[src/rtl/img_pkg.sv]
// Shared image-pipeline definitions: frame geometry defaults and the
// write-sequencer state encoding.
package img_pkg;

  localparam int IMG_WIDTH          = 768;
  localparam int IMG_HEIGHT         = 512;
  localparam int IMG_BITS_FOR_INDEX = 10;
  localparam int IMG_PIX_W          = 8;
  localparam int IMG_DONE_TIMEOUT   = 1024;

  typedef enum logic [1:0] {
    IDLE      = 2'd0,
    RUN       = 2'd1,
    WAIT_DONE = 2'd2,
    DONE      = 2'd3
  } seq_state_t;

endpackage

[src/rtl/raster_counter.sv]
// Raster-order column/row counter. Column advances on each enable and wraps
// into the next row; the row wraps back to 0 after the last row.
module raster_counter
  import img_pkg::*;
#(
  parameter int WIDTH          = IMG_WIDTH,
  parameter int HEIGHT         = IMG_HEIGHT,
  parameter int BITS_FOR_INDEX = IMG_BITS_FOR_INDEX
) (
  input  logic                      HCLK,
  input  logic                      HRESETn,
  input  logic                      clr,
  input  logic                      en,
  output logic [BITS_FOR_INDEX-1:0] col,
  output logic [BITS_FOR_INDEX-1:0] row,
  output logic                      last
);

  logic col_end_s;
  logic row_end_s;

  // End-of-row / end-of-frame detection from the current position.
  always_comb begin
    col_end_s = (col == BITS_FOR_INDEX'(WIDTH - 1));
    row_end_s = (row == BITS_FOR_INDEX'(HEIGHT - 1));
    last      = col_end_s & row_end_s;
  end

  // Position register: clear has priority over advance.
  always_ff @(posedge HCLK or negedge HRESETn) begin
    if (!HRESETn) begin
      col <= {BITS_FOR_INDEX{1'b0}};
      row <= {BITS_FOR_INDEX{1'b0}};
    end else if (clr) begin
      col <= {BITS_FOR_INDEX{1'b0}};
      row <= {BITS_FOR_INDEX{1'b0}};
    end else if (en) begin
      if (col_end_s) begin
        col <= {BITS_FOR_INDEX{1'b0}};
        row <= row_end_s ? {BITS_FOR_INDEX{1'b0}} : row + BITS_FOR_INDEX'(1);
      end else begin
        col <= col + BITS_FOR_INDEX'(1);
      end
    end
  end

endmodule

[src/rtl/sobel_write_sequencer.sv]
// Raster-order write sequencer between the Sobel pixel stream and the BMP
// frame writer. Stamps each accepted pixel with row/col, strobes the writer
// one cycle later, then waits (bounded) for the writer's done pulse.
module sobel_write_sequencer
  import img_pkg::*;
#(
  parameter int WIDTH          = IMG_WIDTH,
  parameter int HEIGHT         = IMG_HEIGHT,
  parameter int BITS_FOR_INDEX = IMG_BITS_FOR_INDEX,
  parameter int PIX_W          = IMG_PIX_W,
  parameter int DONE_TIMEOUT   = IMG_DONE_TIMEOUT
) (
  input  logic                      HCLK,
  input  logic                      HRESETn,
  input  logic                      start,
  input  logic                      abort,
  input  logic                      pix_valid,
  output logic                      pix_ready,
  input  logic [PIX_W-1:0]          pix_r,
  input  logic [PIX_W-1:0]          pix_g,
  input  logic [PIX_W-1:0]          pix_b,
  output logic [BITS_FOR_INDEX-1:0] rowIndex,
  output logic [BITS_FOR_INDEX-1:0] colIndex,
  output logic [PIX_W-1:0]          DATA_WRITE_R0,
  output logic [PIX_W-1:0]          DATA_WRITE_G0,
  output logic [PIX_W-1:0]          DATA_WRITE_B0,
  output logic                      writeBackImage,
  input  logic                      Write_Done,
  output logic                      busy,
  output logic                      frame_done,
  output logic                      timeout_err
);

  localparam int TMR_W = (DONE_TIMEOUT > 2) ? $clog2(DONE_TIMEOUT) : 1;

  seq_state_t                state_r;
  seq_state_t                state_n;
  logic [TMR_W-1:0]          timer_r;
  logic [BITS_FOR_INDEX-1:0] col_s;
  logic [BITS_FOR_INDEX-1:0] row_s;
  logic                      last_s;
  logic                      accept_s;
  logic                      start_ok_s;
  logic                      timeout_s;
  logic                      clr_s;

  raster_counter #(
    .WIDTH          (WIDTH),
    .HEIGHT         (HEIGHT),
    .BITS_FOR_INDEX (BITS_FOR_INDEX)
  ) u_raster (
    .HCLK    (HCLK),
    .HRESETn (HRESETn),
    .clr     (clr_s),
    .en      (accept_s),
    .col     (col_s),
    .row     (row_s),
    .last    (last_s)
  );

  // Handshake, start qualification and timeout detection.
  // pix_ready is a registered copy of (state == RUN), so it doubles as the run gate.
  always_comb begin
    accept_s   = pix_valid & pix_ready;
    start_ok_s = (state_r == IDLE) & start & ~abort;
    timeout_s  = (state_r == WAIT_DONE) & ~Write_Done &
                 (timer_r == TMR_W'(DONE_TIMEOUT - 1));
    clr_s      = abort | start_ok_s;
  end

  // Next-state logic; abort overrides every state, Write_Done beats timeout.
  always_comb begin
    state_n = state_r;
    if (abort) begin
      state_n = IDLE;
    end else begin
      case (state_r)
        IDLE: begin
          if (start) begin
            state_n = RUN;
          end else begin
            state_n = IDLE;
          end
        end
        RUN: begin
          if (accept_s && last_s) begin
            state_n = WAIT_DONE;
          end else begin
            state_n = RUN;
          end
        end
        WAIT_DONE: begin
          if (Write_Done) begin
            state_n = DONE;
          end else if (timeout_s) begin
            state_n = IDLE;
          end else begin
            state_n = WAIT_DONE;
          end
        end
        DONE:    state_n = IDLE;
        default: state_n = IDLE;
      endcase
    end
  end

  // State, wait timer and registered status outputs.
  always_ff @(posedge HCLK or negedge HRESETn) begin
    if (!HRESETn) begin
      state_r     <= IDLE;
      timer_r     <= {TMR_W{1'b0}};
      pix_ready   <= 1'b0;
      busy        <= 1'b0;
      frame_done  <= 1'b0;
      timeout_err <= 1'b0;
    end else begin
      state_r    <= state_n;
      timer_r    <= ((state_r == WAIT_DONE) && (state_n == WAIT_DONE)) ?
                    timer_r + TMR_W'(1) : {TMR_W{1'b0}};
      pix_ready  <= (state_n == RUN);
      busy       <= (state_n != IDLE);
      frame_done <= (state_n == DONE);
      if (start_ok_s) begin
        timeout_err <= 1'b0;
      end else if (timeout_s && !abort) begin
        timeout_err <= 1'b1;
      end
    end
  end

  // One-stage output register: strobe follows each accept; data/indices hold otherwise.
  always_ff @(posedge HCLK or negedge HRESETn) begin
    if (!HRESETn) begin
      writeBackImage <= 1'b0;
      rowIndex       <= {BITS_FOR_INDEX{1'b0}};
      colIndex       <= {BITS_FOR_INDEX{1'b0}};
      DATA_WRITE_R0  <= {PIX_W{1'b0}};
      DATA_WRITE_G0  <= {PIX_W{1'b0}};
      DATA_WRITE_B0  <= {PIX_W{1'b0}};
    end else begin
      writeBackImage <= accept_s;
      if (accept_s) begin
        rowIndex      <= row_s;
        colIndex      <= col_s;
        DATA_WRITE_R0 <= pix_r;
        DATA_WRITE_G0 <= pix_g;
        DATA_WRITE_B0 <= pix_b;
      end
    end
  end

endmodule
[config.mk]
export PLATFORM = sky130hd
export DESIGN_NAME = sobel_write_sequencer
export DESIGN_NICKNAME = d
export VERILOG_FILES = /design/src/rtl/img_pkg.sv /design/src/rtl/raster_counter.sv /design/src/rtl/sobel_write_sequencer.sv
export SDC_FILE = /design/constraint.sdc
export NUM_CORES = 1
export LEC_CHECK = 0
export BUFFER_PORTS_ARGS = -buffer_cell sky130_fd_sc_hd__buf_4
export CORE_MARGIN = 8
export CORE_UTILIZATION = 54
export CTS_CLUSTER_DIAMETER = 80
export DETAILED_ROUTE_END_ITERATION = 10
export GPL_ROUTABILITY_DRIVEN = 0
export PLACE_DENSITY = 0.79
export SLEW_MARGIN = 20
export SYNTH_ARGS = -nofsm -noshare
export SYNTH_HDL_FRONTEND = slang
export SYNTH_HIERARCHICAL = 1
export SYNTH_SLANG_ARGS = --single-unit
[constraint.sdc]
create_clock -name HCLK -period 2.87 [get_ports HCLK]
set_input_delay 0 -clock HCLK [delete_from_list [all_inputs] [get_ports HCLK]]
set_output_delay 0 -clock HCLK [all_outputs]
set_load 0.05 [all_outputs]
==> results.json, run 1 <==
{
  "ant_nets": 0,
  "cts_setup_buffers": 0,
  "startpoint": "u_raster/col[0]$_DFFE_PN0P_",
  "antenna_cells": 0,
  "synth_fp_nets": 319,
  "placed_area_mm2": 0.004228,
  "cts_tree": "built",
  "fin_area_mm2": 0.004707,
  "die_h_um": 97.38,
  "finalHoldViolCount": 0,
  "syn_area_per_cell_um2": 12.50,
  "total_power_mw": 2.916,
  "overflow": 0,
  "firstDrtPassIters": 4,
  "yosys_warnings": 6,
  "ys_seq_elements": 81,
  "drive_above_1_share": 0.4050,
  "layout.nets": 428,
  "min_path_type": "in2reg",
  "dr_total_vias": 2573,
  "wl_met2_um": 3794,
  "grt_use_total": 0.1705,
  "fin_crit_sh": 0.8855,
  "grt_pass1_vias": 2753,
  "maxUsedRoutingLayer": "met4",
  "htree_levels": 3,
  "cp_slowest_cell": "or4_4",
  "ios": 79,
  "min_period_ns": 2.541,
  "criticalPathCategory": "reg2reg",
  "die_x_um": 97.38,
  "fmax_mhz": 393.5,
  "yosys-top-cells-count": "dfrtp_1, mux2_2, nor2_1",
  "cts_num_sinks": 81,
  "drt_iter0_drc": 160,
  "utilization": 0.7371,
  "worstSetupEndpointType": "register",
  "drt-vias-per-instance": 5.394,
  "worst_slew_pin_slew_ns": 0.7086,
  "start_kind": "register",
  "synth-edff-count": 0,
  "worstPathArrival_ns": 2.75,
  "area_growth_pct": 31.63,
  "relSlewSlack": 0.5276,
  "clock_latency_ns": 0.35,
  "syn-instance-count": 286,
  "synth_top_area_cell": "dfrtp_1",
  "status": "completed",
  "dr_wl_met3_um": 542,
  "root_buffer": "clkbuf_8",
  "path_clk_slew_ns": 0.08,
  "n_fill_cell": 459,
  "vdd_drop_max_v": 0.0006060,
  "ys_types": 53,
  "tns_ns": 0,
  "grt_first_pass_wirelength_um": 13320,
  "setup_viol_count_final": 0,
  "finClkSkew_ns": 0.008658,
  "synthTopCellsByArea": "dfrtp_1, mux2_2, nor2_1",
  "start_util": 0.5600,
  "synth-main-ff-cell": "dfrtp_1",
  "hpwl_um": 5126,
  "drc": 0,
  "clk_path_buf_depth": 2,
  "core_area_mm2": 0.006386,
  "p_per_area_mw_per_mm2": 619.6,
  "async_flop_share": 1.000,
  "cap_violations": 0,
  "die-area_mm2": 0.009482,
  "slew_violations": 0,
  "routedWlPerCell_um": 16.63,
  "path_cells": "ha_1 -> inv_1 -> or4_4 -> and3b_1 -> nand3_1 -> nor2b_1 -> o31ai_2 -> o21ai_0",
  "wl_met1_um": 3476,
  "path_max_fanout": 6,
  "drt_wl_total_um": 7932,
  "antenna_found_initial": 0,
  "worstReg2RegStart": "u_raster/col[0]$_DFFE_PN0P_",
  "rows": 29,
  "grt_max_degree": 82,
  "syn_area_mm2": 0.003576,
  "p_leak_nw": 2.242,
  "rsz0062_at_grt": "false",
  "ys_seq_area_frac": 0.5668,
  "yosysTopAreaCellShare": 0.5668,
  "synth.most_common_cell": "dfrtp_1",
  "port_buffers": 78,
  "cts_buffers": 9,
  "holdCritStartpoint": "pix_valid",
  "worstPathRequired_ns": 3.08,
  "slowest_delay_ns": 0.55
}
-- repair_timing --
item	CTS	global route
hold buffers	26	0
endpoints found under the hold margin	108	0
endpoints found under the setup margin	0	1
resized for setup	0	1
-- flip-flops by register name, indices dropped and copies added (netlist names), 2 cells and up --
register,cells
DATA_WRITE_B0,8
DATA_WRITE_G0,8
DATA_WRITE_R0,8
colIndex,10
rowIndex,10
state_r,2
timer_r,10
u_raster/col,10
u_raster/row,10
-- routing by layer --
layer  global-route usage  vias up
met4              0.06993        0
met5                    0        -
met1               0.2062     1244
met2               0.2680       78
met3              0.06330       12
li1                     -     1239
-- final timing paths --
check / cells past startpoint / end / slack [ns]
max: 8 / busy$_DFF_PN0_ / 0.33
min: 4 / writeBackImage$_DFF_PN0_ / 0.06
max reg2reg: 8 / busy$_DFF_PN0_ / 0.33
min reg2reg: 1 / timer_r[0]$_DFF_PN0_ / 0.47
max in group asynchronous: 2 / u_raster/row[0]$_DFFE_PN0P_ / 2.13
min in group asynchronous: 2 / DATA_WRITE_B0[0]$_DFFE_PN0N_ / 0.24
-- worst max-delay path: cells and delay by family (launching register included) --
kind                       cells  cell delay (ns)
AOI/OAI and AO/OA              2             0.49
adders and majority gates      1             0.33
buffers and inverters          1             0.07
DFF                            1             0.45
and+or+nand+nor                4             1.07
-- per-stage QoR --
| stage | cells | hold slack, ns | worst slack, ns |
|---|---|---|---|
| after floorplan | 286 | -0.2956 | 0.5677 |
| after global placement | 435 | 0.1979 | 0.4236 |
| after detailed placement | 435 | 0.1938 | 0.2560 |
| after CTS | 477 | 0.04374 | 0.2600 |
| after global routing | 477 | 0.07075 | 0.1495 |
| final | 477 | 0.05544 | 0.3286 |
-- cell usage in the layout, fill, tap and decap left out, types with 3 or more instances in the layout --
master,count
a21oi_1,7
a22o_1,3
buf_4,80
clkbuf_8,9
clkinv_2,3
dfrtp_1,81
dlygate4sd3_1,26
ha_1,3
inv_1,9
mux2_2,47
nand2_1,7
nand2b_1,4
nand3_1,11
nand4_1,6
nor2_1,28
nor2b_1,3
nor3_1,8
o21ai_0,4
o22ai_1,3
xnor2_1,7
xor2_1,7
-- area by class of cell --
class	count	area [um2]	share of cell area
repair buffers	107	872.1	0.1853
flip-flops and latches	81	2027	0.4306
inverters	9	33.78	0.007177
well taps	77	96.34	0.02047
multi-input cells	187	1468	0.3118
clock inverters	6	82.58	0.01754
clock buffers	10	127.6	0.02711
-- power by group --
group	internal, mW	switching (mW)
combinational	0.257	0.482
sequential	1.24	0.0527
clock	0.486	0.403
-- cells by family after synthesis --
| logic type | share of synthesized area |
|---|---|
| flops | 0.5668 |
| simple gates | 0.1540 |
| xor+xnor | 0.03429 |
| fa+ha+maj | 0.01050 |
| buf+inv | 0.02484 |
| mux | 0.1480 |
| compound gates | 0.06159 |
Power figures use the tool's default switching activity.
==> inputs of run 2 (changes only) <==
- CORE_MARGIN: 8 -> not set
==> run 2 against run 1 <==
  * Power down 0.88%
  * Clock-buffer cell count up 2
  * Non-clock buffer count down 1
  * Highest routed layer unchanged
  * Critical path type unchanged
  * Cell count down 0.21%
==> results.json, run 2 (same netlist as run 1, synthesis figures left out) <==
{
  "status": "completed",
  "worstPathArrival_ns": 2.74,
  "drt-vias-per-instance": 5.399,
  "finalNonFillerCells": 476,
  "path_cells": "ha_1 -> inv_1 -> or4_4 -> and3b_1 -> nand3_1 -> nor2b_1 -> o31ai_1 -> o21ai_0",
  "n_fill_cell": 437,
  "root_buffer": "clkbuf_8",
  "cap_violations": 0,
  "drive_above_1_share": 0.4035,
  "p_leak_nw": 2.245,
  "worstSetupEndpointType": "register",
  "whs_endpoint": "writeBackImage$_DFF_PN0_",
  "clock_latency_ns": 0.34,
  "finClkSkew_ns": 0.006128,
  "min_path_type": "in2reg",
  "vdd_drop_max_v": 0.0004543,
  "layout_common_cells": "dfrtp_1, buf_4, mux2_2, nor2_1, dlygate4sd3_1",
  "worstPathRequired_ns": 3.07,
  "ios": 79,
  "firstDrtPassIters": 4,
  "criticalPathCategory": "reg2reg",
  "area_growth_pct": 31.39,
  "reg2reg_depth": 8,
  "grt_max_degree": 82,
  "setup_viol_count_final": 0,
  "hold_depth": 4,
  "ant_nets": 0,
  "path_max_fanout": 6,
  "antenna_cells": 0,
  "port_buffers": 78,
  "cts_tree": "built",
  "hpwl_um": 4489,
  "fmax_mhz": 392.9,
  "final_common_cell": "dfrtp_1",
  "cts_num_sinks": 81,
  "dp.cells": 434,
  "tns_ns": 0,
  "core_area_mm2": 0.006386,
  "grt_use_total": 0.2184,
  "relSlewSlack": 0.5269,
  "htree_levels": 3,
  "fin_ws_ns": 0.3251,
  "r2r_end": "busy$_DFF_PN0_",
  "cts_buffers": 9,
  "rsz0062_at_grt": "false",
  "dr_total_vias": 2570,
  "critical_path.top_delay_family": "simple AND/OR/NAND/NOR gates",
  "start_kind": "register",
  "clk_path_buf_depth": 2,
  "grt_pass1_vias": 2563,
  "worstReg2RegStart": "u_raster/col[0]$_DFFE_PN0P_",
  "antenna_found_initial": 0,
  "layout.nets": 427,
  "drc": 0,
  "worst_slew_pin_slew_ns": 0.7096,
  "die_h_um": 83.38,
  "grt_first_pass_wirelength_um": 12000,
  "holdCritStartpoint": "pix_valid",
  "cp_slowest_cell": "or4_4",
  "slew_violations": 0,
  "dpl_worst_slack_ns": 0.3573,
  "die_x_um": 83.38,
  "p_per_area_mw_per_mm2": 615.3,
  "drt_iter0_drc": 173,
  "start_util": 0.5600,
  "path_buf_inv": 1,
  "fin_crit_sh": 0.8867,
  "min_period_ns": 2.545,
  "path_clk_slew_ns": 0.08,
  "drt_wl_total_um": 7152,
  "routedWlPerCell_um": 15.03,
  "regToRegSetupSlack_ns": 0.33,
  "overflow": 0,
  "die-area_mm2": 0.006951,
  "finalHoldViolCount": 0,
  "slowest_delay_ns": 0.54,
  "rows": 29,
  "cts_resized": 0
}
[run 2: repair_timing]
action / CTS / global route
hold buffers: 26 / 0
endpoints found under the hold margin: 110 / 0
setup buffers: 0 / 0
[run 2: tightest hold or removal path: stages]
cell	delay, ns
buf_4	0.10
nand2_2	0.05
inv_1	0.04
buf_4	0.16
[run 2: per-stage QoR]
stage | util | power, mW | instance area, um2 | hold slack [ns]
after floorplan | - | 1.768 | 3576 | -0.2956
after global placement | 0.6609 | 1.994 | 4220 | 0.1971
after detailed placement | 0.6609 | 2.009 | 4220 | 0.1947
after CTS | 0.7351 | 2.913 | 4695 | 0.05411
after global routing | 0.7357 | 3.005 | 4698 | 0.08282
final | 0.7357 | 2.891 | 4698 | 0.06471
[run 2: worst max-delay path by stage]
stage	startpoint	endpoint	slack, ns	depth (start not counted)
3_3_place_gp	u_raster/col[0]$_DFFE_PN0P_	busy$_DFF_PN0_	0.42	8
4_1_cts	u_raster/col[0]$_DFFE_PN0P_	busy$_DFF_PN0_	0.33	8
2_1_floorplan	u_raster/col[0]$_DFFE_PN0P_	busy$_DFF_PN0_	0.57	8
6_report	u_raster/col[0]$_DFFE_PN0P_	busy$_DFF_PN0_	0.33	8
3_5_place_dp	u_raster/col[0]$_DFFE_PN0P_	busy$_DFF_PN0_	0.36	8
5_1_grt	u_raster/col[0]$_DFFE_PN0P_	busy$_DFF_PN0_	0.11	8
[run 2: final cells by class]
cell class,count,area [um2],share of cell area
Clock buffer,12,165.2,0.03515
Inverter,9,33.78,0.007190
Timing Repair Buffer,106,864.6,0.1840
Sequential cell,81,2027,0.4314
Clock inverter,4,48.80,0.01039
Tap cell,77,96.34,0.02051
Multi-Input combinational cell,187,1463,0.3113
[run 2: metal layers]
| layer | global-route usage | up-vias | share of wire |
|---|---|---|---|
| met3 | 0.05070 | 6 | 0.049 |
| met5 | 0 | - | 0 |
| met2 | 0.3532 | 84 | 0.50 |
| li1 | - | 1240 | - |
| met4 | 0.09561 | 0 | 0.0089 |
| met1 | 0.2823 | 1240 | 0.44 |
[run 2: power by group]
part           internal (mW)  leakage [nW]  switching (mW)
Clock                  0.474         0.113           0.403
Combinational          0.255          1.06           0.473
Sequential              1.24          1.08          0.0498
Total                   1.97          2.24           0.926
